==> src/rtl/parking_access_ctrl.sv <==
// Lot occupancy controller. It decodes the ordered blocking of the outer (a)
// and inner (b) beams into entry and exit commits. It keeps the occupancy count
// within 0..CAPACITY, drives the entry gate request, and pulses reject or error
// when a sequence cannot be honoured.
module parking_access_ctrl #(
    parameter int CAPACITY = 7,
    parameter int CNT_W    = 3,
    parameter int TIMEOUT  = 1000
) (
    input  logic             clk,
    input  logic             reset,
    input  logic             a,
    input  logic             b,
    output logic [CNT_W-1:0] count,
    output logic             full,
    output logic             empty,
    output logic             gate_open,
    output logic             inc_pulse,
    output logic             dec_pulse,
    output logic             reject,
    output logic             error
);

    localparam int TMR_W = $clog2(TIMEOUT + 1);

    typedef enum logic [2:0] {
        S_IDLE,
        S_A1,
        S_AB,
        S_B2,
        S_B1,
        S_BA,
        S_A2,
        S_WAIT_CLEAR
    } state_t;

    state_t             state_reg, state_next;
    logic [TMR_W-1:0]   timer_reg, timer_next;
    logic [CNT_W-1:0]   count_reg, count_next;
    logic               inc_reg, inc_next;
    logic               dec_reg, dec_next;
    logic               reject_reg, reject_next;
    logic               error_reg, error_next;

    logic [1:0]         code;
    logic               entry_commit;
    logic               exit_commit;
    logic               in_sequence;

    assign code = {a, b};

    // State, dwell timer, occupancy and event pulses all advance together.
    always_ff @(posedge clk) begin
        if (reset) begin
            state_reg  <= S_IDLE;
            timer_reg  <= '0;
            count_reg  <= '0;
            inc_reg    <= 1'b0;
            dec_reg    <= 1'b0;
            reject_reg <= 1'b0;
            error_reg  <= 1'b0;
        end else begin
            state_reg  <= state_next;
            timer_reg  <= timer_next;
            count_reg  <= count_next;
            inc_reg    <= inc_next;
            dec_reg    <= dec_next;
            reject_reg <= reject_next;
            error_reg  <= error_next;
        end
    end

    // Sensor decode, timeout override, commit arithmetic and timer update.
    always_comb begin
        state_next   = state_reg;
        entry_commit = 1'b0;
        exit_commit  = 1'b0;
        error_next   = 1'b0;
        inc_next     = 1'b0;
        dec_next     = 1'b0;
        reject_next  = 1'b0;
        count_next   = count_reg;

        case (state_reg)
            S_IDLE: begin
                if (code == 2'b10)      state_next = S_A1;
                else if (code == 2'b01) state_next = S_B1;
                else if (code == 2'b11) begin state_next = S_WAIT_CLEAR; error_next = 1'b1; end
            end
            S_A1: begin
                if (code == 2'b11)      state_next = S_AB;
                else if (code == 2'b00) state_next = S_IDLE;
                else if (code == 2'b01) begin state_next = S_WAIT_CLEAR; error_next = 1'b1; end
            end
            S_AB: begin
                if (code == 2'b01)      state_next = S_B2;
                else if (code == 2'b10) state_next = S_A1;
                else if (code == 2'b00) begin state_next = S_WAIT_CLEAR; error_next = 1'b1; end
            end
            S_B2: begin
                if (code == 2'b00)      begin state_next = S_IDLE; entry_commit = 1'b1; end
                else if (code == 2'b11) state_next = S_AB;
                else if (code == 2'b10) begin state_next = S_WAIT_CLEAR; error_next = 1'b1; end
            end
            S_B1: begin
                if (code == 2'b11)      state_next = S_BA;
                else if (code == 2'b00) state_next = S_IDLE;
                else if (code == 2'b10) begin state_next = S_WAIT_CLEAR; error_next = 1'b1; end
            end
            S_BA: begin
                if (code == 2'b10)      state_next = S_A2;
                else if (code == 2'b01) state_next = S_B1;
                else if (code == 2'b00) begin state_next = S_WAIT_CLEAR; error_next = 1'b1; end
            end
            S_A2: begin
                if (code == 2'b00)      begin state_next = S_IDLE; exit_commit = 1'b1; end
                else if (code == 2'b11) state_next = S_BA;
                else if (code == 2'b01) begin state_next = S_WAIT_CLEAR; error_next = 1'b1; end
            end
            S_WAIT_CLEAR: begin
                if (code == 2'b00)      state_next = S_IDLE;
            end
            default: state_next = S_IDLE;
        endcase

        // A stalled sequence is abandoned; a real transition on the same edge wins.
        in_sequence = (state_reg != S_IDLE) && (state_reg != S_WAIT_CLEAR);
        if (in_sequence && (state_next == state_reg) &&
            (timer_reg == TMR_W'(TIMEOUT - 1))) begin
            state_next = S_WAIT_CLEAR;
            error_next = 1'b1;
        end

        if (entry_commit) begin
            if (count_reg < CNT_W'(CAPACITY)) begin
                count_next = count_reg + CNT_W'(1);
                inc_next   = 1'b1;
            end else begin
                reject_next = 1'b1;
            end
        end
        if (exit_commit) begin
            if (count_reg != '0) begin
                count_next = count_reg - CNT_W'(1);
                dec_next   = 1'b1;
            end else begin
                reject_next = 1'b1;
            end
        end

        if ((state_next != state_reg) || !in_sequence) timer_next = '0;
        else                                           timer_next = timer_reg + TMR_W'(1);
    end

    // Flags and gate request decode straight from registered state and count.
    always_comb begin
        full      = (count_reg == CNT_W'(CAPACITY));
        empty     = (count_reg == '0);
        gate_open = ((state_reg == S_A1) || (state_reg == S_AB) || (state_reg == S_B2)) &&
                    (count_reg != CNT_W'(CAPACITY));
    end

    assign count     = count_reg;
    assign inc_pulse = inc_reg;
    assign dec_pulse = dec_reg;
    assign reject    = reject_reg;
    assign error     = error_reg;

endmodule

==> config.mk <==
export PLATFORM = sky130hd
export DESIGN_NAME = parking_access_ctrl
export DESIGN_NICKNAME = d
export VERILOG_FILES = /design/src/rtl/parking_access_ctrl.sv
export SDC_FILE = /design/constraint.sdc
export NUM_CORES = 1
export LEC_CHECK = 0
export CAP_MARGIN = 10
export CORE_ASPECT_RATIO = 0.9
export CORE_MARGIN = 5
export CORE_UTILIZATION = 55
export DETAILED_ROUTE_END_ITERATION = 10
export PLACE_DENSITY = 0.76
export SYNTH_ARGS = -nofsm -noshare
export SYNTH_HDL_FRONTEND = slang
export SYNTH_SLANG_ARGS = --single-unit
==> constraint.sdc <==
create_clock -name clk -period 2.08 [get_ports clk]
set_input_delay 0.52 -clock clk [delete_from_list [all_inputs] [get_ports clk]]
set_output_delay 0.52 -clock clk [all_outputs]
set_load 0.05 [all_outputs]
==> results.py <==
metrics = {
    "outcome": {
        "run_status": "finished, final reports clean",
    },
    "routing": {
        "finalWirelength_mm": 3.90,
        "drt.antenna.violating_nets": 0,
        "route.detailed.drc": 0,
        "post_drt_via_cell_ratio": 6.10,
        "route.vias.total": 1378,
        "firstDrtPassIters": 5,
        "drt_iter0_drc": 144,
        "avgRoutedWirePerCell_microns": 17.3,
    },
    "critical_path": {
        "critPathMaxFanout": 14,
        "crit_path_end_kind": "register",
        "worst_r2r_path_depth": 4,
        "r2r-end": "timer_reg[4]",
        "worst_path_largest_cell_delay_ns": 0.71,
        "worst_path_depth": 4,
        "setup.worst_path.start_class": "register",
        "critical_path_startpoint": "state_reg[2]",
        "setup_crit_end": "timer_reg[4]",
        "critPathBufInv": 0,
        "cells_traversed_along_the_worst_timing_path": "mux2_2 -> a211oi_1 -> a211o_2 -> nor3_1",
        "family_with_the_most_delay_on_the_worst_path": "compound AO/OA/AOI/OAI gates",
        "worst_r2r_startpoint": "state_reg[2]",
        "critPathRequiredTime_ns": 2.29,
        "setup.worst_path.class": "reg -> reg",
        "setup.reg_to_reg.worst_slack_ns": 0.02,
        "critPathArrivalTime_ns": 2.27,
        "critPathSlowestCell": "dfxtp_1",
    },
    "power_and_ir_drop": {
        "sw_frac_of_total_pct": 31.3,
        "intPower_w": 0.000745,
        "powerDensity_mw_per_mm2": 586,
        "totalPowerFinal_w": 0.00108,
        "p_seq_share_pct": 40.9,
        "leakage_nw": 0.699,
        "switching_power_w": 0.000340,
        "power.ir.vdd_worst_uv": 542,
        "clockPowerShare_pct": 29.6,
        "p_comb_share_pct": 29.5,
    },
    "clocking": {
        "max-clock-path-buffers": 2,
        "cts_tree": "built",
        "clock_latency_ns": 0.31,
        "clk_root_buffer_cell": "clkbuf_4",
        "number_of_clock_buffers_inserted_by_tritoncts": 3,
        "clkSinkCount": 20,
        "cts.htree.levels": 1,
        "worst_setup_hold_path_clk_slew_ns": 0.12,
    },
    "synthesis": {
        "synth_top_area_cell": "dfxtp_1",
        "post_synth_num_cell_types": 42,
        "synthTopCellsByCount": "dfxtp_1, nor3_1, nor2_1, a21oi_1, nand2_1",
        "synth_cells": 159,
        "ys_async_sr_fraction_pct": 0,
        "yosysMostFrequentCell": "dfxtp_1",
        "synth.net_count": 168,
        "synthFlopType": "dfxtp_1",
        "syn_avg_cell_area_sq_um": 8.14,
        "synth_edf_count": 0,
        "synth_top_area_share_pct": 30.9,
        "seq_total_area_yosys_pct": 30.9,
        "cell_area_after_synthesis_sq_mm": 0.00129,
        "synth.yosys.warnings": 0,
        "synthTopCellsByArea": "dfxtp_1, nor3_1, ha_1, a21oi_1, nor2b_1",
        "ys_seq_elements": 20,
    },
    "floorplan": {
        "ios": 14,
        "dieHeight_microns": 56.0,
        "floorplan.rows": 16,
        "floorplan.initialDensity_pct": 58.3,
        "die_x_microns": 61.2,
        "design.core.area_sq_mm": 0.00222,
        "floorplan.die_area_sq_mm": 0.00343,
    },
    "timing": {
        "finalCritPeriodShare_pct": 99.1,
        "count_of_endpoints_failing_setup_in_the_final_report": 0,
        "finalClockSkew_ns": 0.00569,
        "achievable-frequency_mhz": 485,
        "worst_slew_margin_rel_pct": 61.0,
        "timing.final.crit_period_ns": 2.06,
        "maxSlewViolCount": 0,
        "timing.final.hold_violations": 0,
        "worst-slew-pin-transition_ns": 0.584,
    },
    "global_routing": {
        "grt_max_degree": 18,
        "grt_pass1_wl_mm": 5.94,
        "grt_antenna_before_repair": 0,
        "globalRouteOverflowTotal": 0,
        "grt_usage_pct": 22.4,
        "first_global_vias": 1305,
    },
    "hold_path": {
        "hold_depth": 1,
        "min_from": "count[0]",
        "worst_hold_check_path_type": "reg -> reg",
    },
    "place": {
        "placement.io_buffers": 13,
        "detailed_place_hpwl_mm": 2.44,
        "placement.cell_area_sq_mm": 0.00164,
        "gp_routability_congestion": 0.876,
    },
    "finish": {
        "largest_register_ff_count": 10,
        "final_layout_size_suffix_gt1_share_pct": 38.7,
        "synthToLayoutAreaGrowth_pct": 42.8,
        "final_nets": 209,
        "antenna-diode-count": 0,
        "fin_area_sq_mm": 0.00185,
        "finish.utilization_pct": 83.2,
    },
    "flow_run": {
        "max_cap_viol_count": 0,
    },
}
[logic make-up (layout without fill, tap and decap cells)]
logic type      after synthesis  count (layout)  share of synthesized area (%)
simple gates                 71              71                           30.3
compound gates               35              36                           18.9
flops                        20              20                           30.9
buf+inv                      18              57                           8.02
xor+xnor                      9               9                           6.09
fa+ha+maj                     5               5                           4.83
mux                           1               1                          0.870
[cell type report]
type                            count  area [sq um]
Fill cell                         134           373
Multi-Input combinational cell    122           912
Timing Repair Buffer               48           420
Inverter                            5          18.8
Clock buffer                        3          22.5
Tap cell                           27          33.8
Sequential cell                    20           412
Clock inverter                      1          30.0
[worst min-delay path by stage]
stage	to	slack, ns
floorplan	timer_reg[0]	0.42
global route	count[0]	0.56
finish	count[0]	0.54
detailed placement	timer_reg[0]	0.44
global placement	timer_reg[0]	0.43
CTS	timer_reg[0]	0.46
[metrics by stage]
| step | TNS [ns] | setup WS, ns | cells | hold WS [ns] |
|---|---|---|---|---|
| 2_1_floorplan | -0.149 | -0.149 | 159 | 0.419 |
| 3_3_place_gp | -5.22 | -0.315 | 216 | 0.432 |
| 3_5_place_dp | -6.84 | -0.434 | 216 | 0.442 |
| 4_1_cts | 0 | 0.000456 | 221 | 0.459 |
| 5_1_grt | -0.302 | -0.0530 | 226 | 0.563 |
| 6_report | 0 | 0.0194 | 226 | 0.539 |
[worst reg2reg max path, stage by stage, from the launching register on]
cell and delay (ns):
dfxtp_1 0.71, mux2_2 0.43, a211oi_1 0.49, a211o_2 0.26, nor3_1 0.08
[power by group through the flow]
stage          sequential, W  clock (W)  combinational [W]
5_1_grt             0.000446   0.000339           0.000342
4_1_cts             0.000435   0.000325           0.000293
3_3_place_gp        0.000440          0           0.000275
2_1_floorplan       0.000428          0           0.000193
3_5_place_dp        0.000442          0           0.000282
6_report            0.000443   0.000321           0.000320
[cells in the final DEF, fill, tap and decap left out, types with 2 or more instances in the layout]
master / instances
xor2_1: 4
nor3b_2: 2
buf_12: 3
a21oi_1: 10
xnor2_1: 5
o31ai_1: 3
buf_6: 2
dfxtp_1: 11
nor2_1: 11
clkbuf_4: 3
nand2b_1: 4
nor3_1: 13
dfxtp_2: 9
nand3b_1: 2
buf_4: 36
inv_1: 5
ha_1: 3
clkdlybuf4s50_1: 5
nor4b_2: 2
and2_1: 2
nand2_1: 8
and3_1: 2
nand3_1: 4
o21ai_0: 7
nand4_1: 3
nor2b_1: 6
nor3_2: 2
a211oi_1: 2
[what timing repair did]
item,CTS,global route
hold buffers,0,0
cloned,0,2
buffers inserted,1,3
pin swaps,1,5
setup endpoints to repair,13,15
gates resized for setup,7,28
[routing by layer]
metal	share of wire (%)	track usage [%]	wire length, microns
met5	0	0	0
met2	48	33.7	1860
met3	5.6	6.73	220
met1	44	29.3	1720
met4	2.7	8.67	104
(Power assumes the default switching activity.)
